### config.mk
export PLATFORM = sky130hd
export DESIGN_NAME = hazard_scoreboard
export DESIGN_NICKNAME = d
export VERILOG_FILES = /design/src/rtl/hazard_scoreboard.sv
export SDC_FILE = /design/constraint.sdc
export NUM_CORES = 1
export LEC_CHECK = 0
export CAP_MARGIN = 0
export CORE_ASPECT_RATIO = 0.5
export CORE_MARGIN = 3
export CORE_UTILIZATION = 45
export DETAILED_ROUTE_END_ITERATION = 10
export DONT_BUFFER_PORTS = 1
export HOLD_SLACK_MARGIN = 0.06
export PLACE_DENSITY = 0.61
export SLEW_MARGIN = 20
export SYNTH_ARGS = -nofsm -noshare
export SYNTH_HDL_FRONTEND = slang
export SYNTH_SLANG_ARGS = --single-unit
### constraint.sdc
create_clock -name clock -period 8.6 [get_ports clock]
set_input_delay 1.72 -clock clock [delete_from_list [all_inputs] [get_ports clock]]
set_output_delay 1.72 -clock clock [all_outputs]
set_load 0.01 [all_outputs]
### src/rtl/hazard_scoreboard.sv
// hazard_scoreboard
//   Register-level RAW/WAW hazard scoreboard for an in-order decode stage.
//   One entry per architectural register holds a valid bit and a countdown of
//   the cycles left until the producing instruction's result can be bypassed.
//   Register 0 is hard-wired and is never tracked.
//
//   Optional feature macro: HAZARD_SCOREBOARD_BYPASS_EN
//     defined   : sources whose producer is one cycle away (cnt==1) or ready
//                 (cnt==0) are forwarded instead of stalling.
//     undefined : any pending producer stalls the reader; o_fwd_sel is tied 0.
//
// Parameters
//   ADDR_W  : register address width (2**ADDR_W entries)
//   LAT_W   : latency/countdown field width
//   NUM_SRC : source operands checked per instruction
//
// Ports
//   clock       in   rising-edge clock
//   reset_n     in   synchronous active-low reset
//   i_valid     in   decode-stage instruction valid
//   i_flush     in   squash the decode-stage instruction
//   i_src_addr  in   packed source addresses, source k at [k*ADDR_W +: ADDR_W]
//   i_src_used  in   per-source read enable
//   i_dst_we    in   instruction writes a destination register
//   i_dst_addr  in   destination register
//   i_dst_lat   in   issue-to-bypass latency (0 treated as 1)
//   o_stall     out  hold decode this cycle
//   o_issue     out  instruction leaves decode this cycle
//   o_fwd_sel   out  per-source select: 0 regfile, 1 newest bypass, 2 older bypass
//   o_busy      out  at least one entry pending
module hazard_scoreboard #(
   parameter int ADDR_W  = 5,
   parameter int LAT_W   = 4,
   parameter int NUM_SRC = 2
) (
   input  logic                        clock,
   input  logic                        reset_n,
   input  logic                        i_valid,
   input  logic                        i_flush,
   input  logic [NUM_SRC*ADDR_W-1:0]   i_src_addr,
   input  logic [NUM_SRC-1:0]          i_src_used,
   input  logic                        i_dst_we,
   input  logic [ADDR_W-1:0]           i_dst_addr,
   input  logic [LAT_W-1:0]            i_dst_lat,
   output logic                        o_stall,
   output logic                        o_issue,
   output logic [NUM_SRC*2-1:0]        o_fwd_sel,
   output logic                        o_busy
);

   localparam int unsigned NUM_REGS = 1 << ADDR_W;

   logic [NUM_REGS-1:0] ent_valid;
   logic [LAT_W-1:0]    ent_cnt [NUM_REGS];

   logic [LAT_W-1:0]    eff_lat;
   logic                raw_hazard;
   logic                waw_hazard;
   logic                alloc;
   logic [ADDR_W-1:0]   src;
`ifdef HAZARD_SCOREBOARD_BYPASS_EN
   logic [NUM_SRC*2-1:0] fwd_sel;
`endif

   // A zero latency would allocate an entry that is already "ready"; it is
   // promoted to 1 so the producer is visible for at least one cycle.
   assign eff_lat = (i_dst_lat == '0) ? LAT_W'(1) : i_dst_lat;

   // Classification uses only the registered state, so a same-cycle
   // allocation never affects the instruction that performs it.
   always_comb begin
      raw_hazard = 1'b0;
      src        = '0;
`ifdef HAZARD_SCOREBOARD_BYPASS_EN
      fwd_sel    = '0;
`endif
      for (int unsigned k = 0; k < NUM_SRC; k++) begin
         src = i_src_addr[k*ADDR_W +: ADDR_W];
         if (i_src_used[k] && (src != '0) && ent_valid[src]) begin
`ifdef HAZARD_SCOREBOARD_BYPASS_EN
            if (ent_cnt[src] > LAT_W'(1)) begin
               raw_hazard = 1'b1;
            end else if (ent_cnt[src] == LAT_W'(1)) begin
               fwd_sel[k*2 +: 2] = 2'd1;
            end else begin
               fwd_sel[k*2 +: 2] = 2'd2;
            end
`else
            raw_hazard = 1'b1;
`endif
         end
      end
   end

   // WAW: the new write must not complete before an older pending write.
   assign waw_hazard = i_dst_we && (i_dst_addr != '0) && ent_valid[i_dst_addr]
                       && (ent_cnt[i_dst_addr] > eff_lat);

   assign o_stall = i_valid && (raw_hazard || waw_hazard);
   assign o_issue = i_valid && !o_stall && !i_flush;
   assign o_busy  = |ent_valid;
   assign alloc   = o_issue && i_dst_we && (i_dst_addr != '0);

`ifdef HAZARD_SCOREBOARD_BYPASS_EN
   assign o_fwd_sel = i_valid ? fwd_sel : '0;
`else
   assign o_fwd_sel = '0;
`endif

   // Countdown runs regardless of stall; allocation wins over expiry.
   always_ff @(posedge clock) begin
      if (!reset_n) begin
         ent_valid <= '0;
         for (int unsigned r = 0; r < NUM_REGS; r++) begin
            ent_cnt[r] <= '0;
         end
      end else begin
         for (int unsigned r = 0; r < NUM_REGS; r++) begin
            if (alloc && (i_dst_addr == ADDR_W'(r))) begin
               ent_valid[r] <= 1'b1;
               ent_cnt[r]   <= eff_lat;
            end else if (ent_valid[r]) begin
               if (ent_cnt[r] != '0) begin
                  ent_cnt[r] <= ent_cnt[r] - LAT_W'(1);
               end else begin
                  ent_valid[r] <= 1'b0;
               end
            end
         end
      end
   end

endmodule

==> run_results.csv <==
group,metric,value,unit
cells_and_area,area_growth,7.15,%
yosys,synth_edf_count,128,
cells_and_area,nFillCells,2233,
worst_setup_path,cp.required,6880,ps
yosys,netlist_area,11400,um2
cts,ctsResizeCount,0,
yosys,seq_area_frac_synth,39.5,%
sta,min_period_over_period,73.0,%
cells_and_area,stdcell_area,12200,um2
cts,path_clk_slew,70,ps
run_status,outcome,"finished clean",
die,pin_count,33,
yosys,syn_inst,1070,
yosys,ys_types,51,
grt,grt_pass1_vias,8217,
worst_setup_path,arrival,4560,ps
cts,ctsLongestPathBuffers,2,
sta,slew_viol_final,0,
yosys,synthMostInstantiatedCell,"edfxtp_1",
sta,final.setup.tns,0,ps
run,max_cap_viol_count,0,
route,firstDrtPassIters,5,
route,initialDrtViolationCount,832,
cells_and_area,drive_above_1_share,18.1,%
yosys,synth-seq-cells,160,
yosys,yosys_warnings,0,
die,core-area,24400,um2
sta,max_freq,0.159,GHz
place,dp_cells,1351,
yosys,synth_top_cell_area_share,33.8,%
place,port-buffer-count,0,
route,ant_nets,0,
cells_and_area,diodes,0,
yosys,yosysTopAreaCell,"edfxtp_1",
yosys,synthTopCellsByArea,"edfxtp_1, mux4_2, mux2i_1",
sta,setup_viol,0,
worst_setup_path,crit_path_start_kind,"primary input",
cts,root_buffer,"clkbuf_16",
grt,grt_max_degree,98,
cells_and_area,fin_util,49.9,%
cts,cts.htree.levels,4,
grt,grt_pass1_wl,48000,um
power,power_per_cell_area,157,nW/um2
sta,post-route-min-period,6280,ps
place,dpl_cell_area,11600,um2
power,p_leak,0.00464,uW
route,wl_per_cell,22.2,um
die,dieArea,27300,um2
die,chipHeight,118,um
cts,clock_sinks,160,
sta,rsz0062_at_grt,"false",
yosys,async_reset_ff_share,0,%
cts,postCtsSetupRepairBufs,0,
grt,antenna_found_initial,0,
yosys,synthTopCellsByCount,"edfxtp_1, nand2_1, inv_1, nor2_1, mux2i_1",
cells_and_area,seq_area,4480,um2
cells_and_area,final_cell_count_no_fill,1383,
place,dp.final_hpwl,21600,um
grt,grt.overflow.total,0,
sta,relSlewSlack,30.1,%
cells_and_area,multi_input_area,6310,um2
die,die_w,231,um
sta,worst_pin_slew,1050,ps
sta,hold_viol,0,
die,start_util,46.6,%
cts,cts_tree,"done",
power,vdd_drop_max,0.0920,mV
yosys,synthFlopType,"edfxtp_1",
die,row_count,40,
yosys,avgSynthCellArea,10.6,um2
cts,clkLatencyLatePin,450,ps
route,routed_wirelength,30800,um
sta,setup_ws,2320,ps
sta,clock_skew,9.69,ps
cts,cts.hold.buffers_added,0,
cells_and_area,fin_nets,1096,
route,via_count,8376,
cts,cts_buffers,17,
min_path,min_path_type,"reg -> reg",
worst_setup_path,worstSetupEndpointType,"output port",
route,drc,0,
place,gp_congestion,0.845,
grt,track_usage,22.9,%
place,pre_cts_ws,2300,ps
worst_setup_path,crit_type,"in -> out",
worst_setup_path,crit_fanout,11,
route,viasPerCell,6.06,
## report_power, final
part / internal [uW] / switching [uW]
Combinational: 93.5 / 111
Clock: 461 / 345
Sequential: 868 / 34.8
## sequential cells by signal, summed over array words and instances (netlist names)
signal     flops
ent_cnt      128
ent_valid     32
## worst max-delay path: stages
cell,delay [ps]
inv_1,430
mux4_2,640
nand2_1,100
nand2_1,70
ha_1,300
nor2b_1,130
o21a_1,160
o21a_1,170
o2111ai_2,260
nand3_1,290
and2_1,290
## layout make-up
type	instances	area share, %
clock buffer	17	3.50
clock inverter	15	1.51
inverter	84	2.59
multi-input combinational	767	51.9
sequential	160	36.8
tap	336	3.45
timing repair buffer	4	0.247
## metrics by stage
| stage | hold WS [ps] | power [uW] |
|---|---|---|
| after floorplan | 506 | 1080 |
| after global placement | 585 | 1120 |
| after detailed placement | 610 | 1120 |
| after CTS | 622 | 1920 |
| after global routing | 663 | 1970 |
| final | 641 | 1910 |
## metal layers
layer / track usage (%) / routed length [um] / vias to the layer above
li1: - / - / 3844
met1: 32.2 / 14000 / 4203
met2: 36.8 / 14500 / 287
met3: 3.44 / 1780 / 42
met4: 6.92 / 522 / 0
met5: 0 / 0 / -
## cells in the final DEF (no fill, tap or decap), types with 21 or more instances in the layout
master / count
a21oi_1: 44
dfxtp_1: 32
edfxtp_1: 128
ha_1: 36
inv_1: 84
mux2_2: 53
mux2i_1: 65
mux4_2: 60
nand2_1: 86
nand2b_1: 58
nand3_1: 45
nor2_1: 74
nor3_1: 42
o21ai_0: 21
xnor2_1: 22
xor2_1: 22
## cell families (layout without fill, tap and decap cells)
family          count (synthesis)  after routing  synth area share [%]
buf+inv                       146            120                  5.09
xor+xnor                       44             44                  3.39
flops                         160            160                  39.5
fa+ha+maj                      36             36                  3.97
simple gates                  382            382                  17.4
mux                           190            190                  24.3
compound gates                111            111                  6.29
other cells                     1              4                0.0330
## path summary, 6_finish.rpt
check	startpoint	to	slack (ps)	cells after the start
setup / recovery	i_dst_addr[3]	o_stall	2320	11
hold / removal	ent_valid[24]	ent_valid[24]	640	2
setup reg to reg	ent_cnt[11][1]	ent_cnt[8][1]	4020	12
hold reg to reg	ent_valid[24]	ent_valid[24]	640	2
No activity file was read; power rests on OpenSTA's default activity.
